[src/rtl/oled_seq_pkg.sv]
// oled_seq_pkg: FSM encoding, command ROM entry layout and script indices for oled_seq_ctrl
package oled_seq_pkg;
  typedef enum logic [2:0] {IDLE, FETCH, ISSUE, WAIT, NEXT, FIN} state_t;
  typedef struct packed {
    logic [7:0] addr;
    logic [7:0] data;
    logic       last;
  } rom_entry_t;
  localparam int INIT      = 0;
  localparam int BLACK     = 1;
  localparam int WHITE     = 2;
  localparam int INTERLACE = 3;
endpackage

[src/rtl/oled_seq_ctrl_rom.sv]
// oled_cmd_rom: per-script command table with registered output, indexed by script and step
module oled_cmd_rom
  import oled_seq_pkg::*;
#(
  parameter int NUM_REQ   = 4,
  parameter int MAX_STEPS = 32,
  localparam int IW = $clog2(NUM_REQ),
  localparam int SW = $clog2(MAX_STEPS)
) (
  input  logic          clk,
  input  logic          reset,
  input  logic          en,
  input  logic [IW-1:0] id,
  input  logic [SW-1:0] step,
  output rom_entry_t    entry
);
  rom_entry_t e;
  int s, t;
  always_comb begin
    s = int'(id);
    t = int'(step);
    e = {8'h00, 8'hE3, 1'b1};
    case (s)
      INIT:      e = t == 0 ? {8'h00, 8'hAE, 1'b0} : t == 1 ? {8'h00, 8'hA8, 1'b0} : {8'h00, 8'hAF, 1'b1};
      BLACK:     e = t == 0 ? {8'h00, 8'h21, 1'b0} : t == 1 ? {8'h00, 8'h22, 1'b0} :
                     t == 2 ? {8'h40, 8'h00, 1'b0} : {8'h40, 8'h00, 1'b1};
      WHITE:     e = t == 0 ? {8'h00, 8'h21, 1'b0} : t == 1 ? {8'h40, 8'hFF, 1'b0} : {8'h40, 8'hFF, 1'b1};
      INTERLACE: e = t == 0 ? {8'h40, 8'hAA, 1'b0} : {8'h40, 8'h55, 1'b1};
      default:   e = {8'h00, 8'hE3, 1'b1};
    endcase
  end
  // Loaded only on fetch so the bus bytes stay put through ISSUE and WAIT
  always_ff @(posedge clk or posedge reset)
    if (reset) entry <= '0;
    else if (en) entry <= e;
endmodule

[src/rtl/oled_seq_ctrl.sv]
// oled_seq_ctrl: prioritised OLED command-script sequencer driving an I2C master; OLED_SEQ_TIMEOUT_EN adds a WAIT timeout
module oled_seq_ctrl
  import oled_seq_pkg::*;
#(
  parameter int NUM_REQ     = 4,
  parameter int MAX_STEPS   = 32,
  parameter int TIMEOUT_CYC = 4096,
  localparam int IW = $clog2(NUM_REQ),
  localparam int SW = $clog2(MAX_STEPS)
) (
  input  logic               clk,
  input  logic               reset,
  input  logic [NUM_REQ-1:0] req_in,
  output logic [7:0]         i2c_reg_addr,
  output logic [7:0]         i2c_reg_data,
  output logic               i2c_write_en,
  input  logic               i2c_done,
  output logic               busy,
  output logic               done,
  output logic [IW-1:0]      active_id,
  output logic [NUM_REQ-1:0] pending,
  output logic               timeout_err
);
  state_t state, nxt;
  logic [NUM_REQ-1:0] req_s1, req_s2, req_s3, rise, clr;
  logic [SW-1:0] step;
  logic [IW-1:0] gnt_id;
  logic grant, tmo;
  rom_entry_t entry;
  if (NUM_REQ < 2 || NUM_REQ > 8 || TIMEOUT_CYC < 2) begin : g_bad_param
    $error("oled_seq_ctrl: parameter out of range");
  end
  oled_cmd_rom #(.NUM_REQ(NUM_REQ), .MAX_STEPS(MAX_STEPS)) u_rom (
    .clk(clk), .reset(reset), .en(state == FETCH), .id(active_id), .step(step), .entry(entry)
  );
  assign grant = state == IDLE && |pending;
  assign clr = grant ? NUM_REQ'(1) << gnt_id : '0;
  always_comb begin
    gnt_id = '0;
    for (int i = NUM_REQ - 1; i >= 0; i--) if (pending[i]) gnt_id = IW'(i);
    nxt = state;
    case (state)
      IDLE:    nxt = grant ? FETCH : IDLE;
      FETCH:   nxt = ISSUE;
      ISSUE:   nxt = WAIT;
      WAIT:    nxt = i2c_done ? NEXT : tmo ? IDLE : WAIT;
      NEXT:    nxt = (entry.last || step == SW'(MAX_STEPS - 1)) ? FIN : FETCH;
      FIN:     nxt = IDLE;
      default: nxt = IDLE;
    endcase
  end
  always_ff @(posedge clk or posedge reset)
    if (reset) state <= IDLE;
    else state <= nxt;
  // A new edge wins over the grant clear, so the running channel can queue a rerun
  always_ff @(posedge clk or posedge reset)
    if (reset) begin
      req_s1 <= '0;
      req_s2 <= '0;
      req_s3 <= '0;
      rise <= '0;
      pending <= '0;
      step <= '0;
      active_id <= '0;
    end else begin
      req_s1 <= req_in;
      req_s2 <= req_s1;
      req_s3 <= req_s2;
      rise <= req_s2 & ~req_s3;
      pending <= (pending & ~clr) | rise;
      if (grant) begin
        active_id <= gnt_id;
        step <= '0;
      end else if (state == NEXT && nxt == FETCH) step <= step + 1'b1;
    end
`ifdef OLED_SEQ_TIMEOUT_EN
  localparam int TW = $clog2(TIMEOUT_CYC + 1);
  logic [TW-1:0] tcnt;
  assign tmo = state == WAIT && tcnt == TW'(TIMEOUT_CYC - 1);
  always_ff @(posedge clk or posedge reset)
    if (reset) begin
      tcnt <= '0;
      timeout_err <= 1'b0;
    end else begin
      tcnt <= state == WAIT ? tcnt + 1'b1 : '0;
      if (grant) timeout_err <= 1'b0;
      else if (tmo && !i2c_done) timeout_err <= 1'b1;
    end
`else
  assign tmo = 1'b0;
  assign timeout_err = 1'b0;
`endif
  assign i2c_reg_addr = entry.addr;
  assign i2c_reg_data = entry.data;
  assign i2c_write_en = state == ISSUE;
  assign busy = state inside {FETCH, ISSUE, WAIT, NEXT};
  assign done = state == FIN;
endmodule

[config.mk]
export PLATFORM = sky130hd
export DESIGN_NAME = oled_seq_ctrl
export DESIGN_NICKNAME = d
export VERILOG_FILES = /design/src/rtl/oled_seq_pkg.sv /design/src/rtl/oled_seq_ctrl_rom.sv /design/src/rtl/oled_seq_ctrl.sv
export SDC_FILE = /design/constraint.sdc
export NUM_CORES = 1
export LEC_CHECK = 0
export ABC_AREA = 1
export BUFFER_PORTS_ARGS = -buffer_cell sky130_fd_sc_hd__buf_2
export CAP_MARGIN = 20
export CORE_AREA = 2 2 71 73
export DETAILED_ROUTE_END_ITERATION = 6
export DIE_AREA = 0 0 73 75
export PLACE_DENSITY = 0.58
export SYNTH_ARGS = -nofsm -noshare
export SYNTH_HDL_FRONTEND = slang
export SYNTH_SLANG_ARGS = --single-unit
[constraint.sdc]
create_clock -name clk -period 1.95 [get_ports clk]
set_input_delay 0.195 -clock clk [delete_from_list [all_inputs] [get_ports clk]]
set_output_delay 0.195 -clock clk [all_outputs]
set_load 0.02 [all_outputs]
; ---- After elaboration in Yosys (flattened, before gate mapping)
; Cells that the tools add are included.
; W data, S select, Z words.
[word_totals]
reg_bits = 47
output_inout_bits = 26
[classes]
addsub = 1
n_eq_ne = 12
n_shift = 1
mux = 20
n_bitwise = 5
n_reduce_logical = 9
[op_table]
columns = op, n
row1 = $mux W17, 4
row2 = $pmux W17 S4, 1
row3 = $pmux W3 S5, 1
row4 = $mux W5, 2
row5 = $mux W9, 1
row6 = $and A4 B4 Y4, 2
row7 = $mux W2, 4
row8 = $mux W4, 2
row9 = $not A4 Y4, 2
row10 = $eq A3 B1 Y1 const B, 2
row11 = $eq A3 B2 Y1 const B, 2
row12 = $eq A3 B3 Y1 const B, 2
row13 = $mux W3, 2
row14 = $add A5 B1 Y5 const B, 1
row15 = $eq A5 B2 Y1 const B, 1
row16 = $eq A5 B3 Y1 const B, 1
row17 = $eq A5 B5 Y1 const B, 1
row18 = $logic_not A5 Y1, 1
row19 = $eq A2 B2 Y1 const B, 2
row20 = $or A4 B4 Y4, 1
row21 = $reduce_bool A4 Y1, 1
row22 = $reduce_or A4 Y1, 1
row23 = $shl A1 B2 Y4 const A, 1
row24 = $logic_not A3 Y1, 1
row25 = 6 further kinds, 9

; ---- Depth between registers and ports, before layout
[depth]
ltp_word = 9
ltp_mapped = 9

; ---- Modules after synthesis
; From an unflattened synthesis, not the netlist that was laid out.
[hier_totals]
hier_cells = 202
area_unflattened_um2 = 1790.5
[modules_own_cells]
columns = mod, n_inst, cells_each, area_per_inst_um2, seq_area_each_um2
row1 = oled_seq_ctrl, 1, 119, 1234.9, 750.7
row2 = oled_cmd_rom, 1, 83, 555.5, 200.2

; ---- Worst setup path before layout
; No wires, ideal clock.
[synth_timing]
kind = register to output
start = register state[2]
end = output busy
t_arrival_ps = 1532
required_ps = 1755
path_slack_ps = 223
path_stages_with_launch = 7
n_path_buf = 1
cell_sequence = dfrtp_1 > buf_6 > nor3_1 > inv_1 > o21ai_0 > inv_1 > o21ai_0
[synth_between]
elab_chain_len = 2
[synth_lines]
columns = element, line
row1 = from (decl), oled_seq_ctrl.sv:24  ; state_t state, nxt;
row2 = from (signal assigned), oled_seq_ctrl.sv:54  ; else state <= nxt;
row3 = $eq A3 B2 Y1, n/a
row4 = net i2c_write_en, oled_seq_ctrl.sv:16  ; output logic i2c_write_en,
row5 = $reduce_bool A4 Y1, oled_seq_ctrl.sv:96  ; assign busy = state inside {FETCH, ISSUE, WAIT, NEXT};
row6 = to (decl), oled_seq_ctrl.sv:18  ; output logic busy,
; The timed path passes the listed nets, and every way through them passes these cells.

; ---- Final worst setup path
[layout_timing]
start = register state[2]
end = output busy
[layout_between]
elab_chain_len = 2
[layout_lines]
columns = element, line
row1 = "$eq A3 B1 Y1, or another cell as far along", oled_seq_ctrl.sv:96
row2 = $reduce_bool A4 Y1 (*), oled_seq_ctrl.sv:96
; Mark *: on every way between the ends. The rest lies on a longest branch, timed or not.

==> results.tsv <==
metric	value	unit
max_freq	552	MHz
io_pins	33	
worstPathMaxFanout	8	
cap_violations	0	
gr-total-overflow	0	
power.leakage	1.06	nW
synth_cells	198	
htreeDepth	2	
rows	25	
final_hold_viol_count	0	
clock_latency	0.29	ns
yosys_most_used_dff	dfrtp_1	
post_cts_buffers	0	
tns	0	ns
synth_enable_flop_cells	0	
cts_tree	built	
synth.avg_cell_area	9.21	µm²
grt_max_degree	39	
grt_pass1_wl	5.07	mm
cp.arrival	1.62	ns
synth_cell_types	32	
core_region_area	0.00466	mm²
layout.area.seq	951	µm²
ir_drop	570	µV
syn_area	0.00182	mm²
hpwl	2.05	mm
setup_viol	0	
yosys_warnings	0	
drtIter0Drc	89	
port_buffers	24	
wl_per_cell	10.7	µm
synth.area.top_cells	dfrtp_1, buf_4, nand2_1, inv_1, nor2_1	
ys_seq_area_share	52.2	%
synth.largest_area_cell	dfrtp_1	
holdWs	0.00606	ns
layout_min_cycle_time	1.81	ns
dp.cells	265	
drive_gt1_share	23.3	%
p_per_area	1540	mW/mm²
utilization	43.9	%
fin_crit_sh	92.9	%
num_vias	1241	
worstSetupPathType	register to primary output	
end_kind	primary output	
final_antenna_net_count	0	
status	finished, final reports clean	
antenna_found_initial	0	
drtPass1Iterations	4	
clk_path_buf_depth	2	
gp_congestion	0.869	
syn2layout_area_growth	12.4	%
start_kind	register	
die_area	0.00548	mm²
via_per_inst	4.48	
async_flop_share	100	%
rsz0062_at_grt	false	
die_w	73	µm
finClkSkew	0.00870	ns
layout_common_cells	dfrtp_1, nand2_1, inv_1, buf_2, nor2_1	
track_usage	12.4	%
min_path_type	primary input to async pin	
multiInputGateArea	639	µm²
synth_top_area_share	52.2	%
cts_buffers	5	
initial_core_util	39.1	%
required	1.75	ns
clk_pin_slew	0.08	ns
mostFrequentLayoutCell	dfrtp_1	
grt_pass1_vias	1186	
die_y	75	µm
fin_ws	0.138	ns
fin_nets	234	
nFillCells	472	
cts.sinks	38	
wirelength	2.96	mm
synth-seq-cells	38	
layout.cells.non_filler	277	
cts_root_buf	clkbuf_8	
slew_viol_final	0	
antenna_cells	0	
drc	0	
dp_slack	0.212	ns
==> synth_stat cells (2+ instances only) <==
cell type and n:
or2_2 2, o21ai_0 10, dfrtp_1 38, nand3_2 2, nor2_1 20, nor2_2 3, buf_4 17, o21a_1 2
a21o_1 2, nor3_1 2, a21oi_1 2, nor3_2 2, ha_1 5, inv_1 24, buf_6 2, nand3_1 12
inv_2 5, nand2_1 34
==> stage by stage <==
stage,cell area [µm²],power [mW]
3_3_place_gp,1890,2.50
6_report,2050,3.15
2_1_floorplan,1850,2.33
5_1_grt,2050,3.42
3_5_place_dp,1890,2.50
4_1_cts,2040,3.19
==> flip-flops by register name (all words and copies together), names as in the netlist <==
signal and flops:
req_s1 4, req_s3 4, step 5, active_id 2, rise 4, u_rom.entry 8, state 3, req_s2 4
pending 4
==> path summary, 6_finish.rpt <==
check	from	to	slack [ns]	cells after the start
min in group clk	i2c_done	state[1]$_DFF_PP0_	0.20	4
max in group asynchronous	reset	step[4]$_DFFE_PP0P_	1.60	3
max reg2reg	step[0]$_DFFE_PP0P_	step[1]$_DFFE_PP0P_	0.29	9
min reg2reg	req_s1[1]$_DFF_PP0_	req_s2[1]$_DFF_PP0_	0.35	0
min	reset	active_id[0]$_DFFE_PP0P_	0.006	3
max	state[2]$_DFF_PP0_	busy	0.14	6
==> metal layers <==
metal	vias to the layer above	routed length, µm	track usage, %
li1	633	-	-
met2	30	1350	20.3
met5	-	0	0
met4	0	58	6.79
met1	572	1430	14.6
met3	6	123	3.75
==> power breakdown <==
group          switching (mW)  total [mW]  internal [mW]
Combinational           0.859        1.30          0.444
Sequential              0.185        1.17          0.988
Clock                   0.290       0.670          0.380
Total                    1.33        3.15           1.81
==> cell families (layout without fill, tap and decap cells) <==
family / count (synthesis) / count (layout) / share of synthesized area [%]
buffers and inverters: 48 / 66 / 14.2
flip-flops: 38 / 38 / 52.2
adder cells (fa/ha/maj): 5 / 5 / 3.43
XOR/XNOR: 1 / 1 / 0.481
AO/OA/AOI/OAI: 23 / 23 / 7.82
other: 1 / 8 / 0.206
AND/OR/NAND/NOR: 82 / 82 / 21.7
==> area by class of cell <==
type                            count  share of cell area (%)
Tap cell                           54                    3.30
Clock inverter                      3                    2.20
Clock buffer                        5                    3.36
Inverter                           29                    5.31
Multi-Input combinational cell    119                    31.2
Timing Repair Buffer               29                    8.19
Sequential cell                    38                    46.4
==> critical path: stages, from the launching register on <==
cell	delay, ns
dfrtp_1	0.52
nor3_1	0.30
inv_1	0.09
o21ai_0	0.08
inv_1	0.07
o21ai_0	0.07
buf_2	0.19
==> what timing repair did <==
item	4_1_cts	5_1_grt
setup endpoints to repair	0	1
endpoints found under the hold margin	3	1
resized for setup	0	1
hold buffers	3	1
Note: power is estimated with default switching activity, not from simulation.
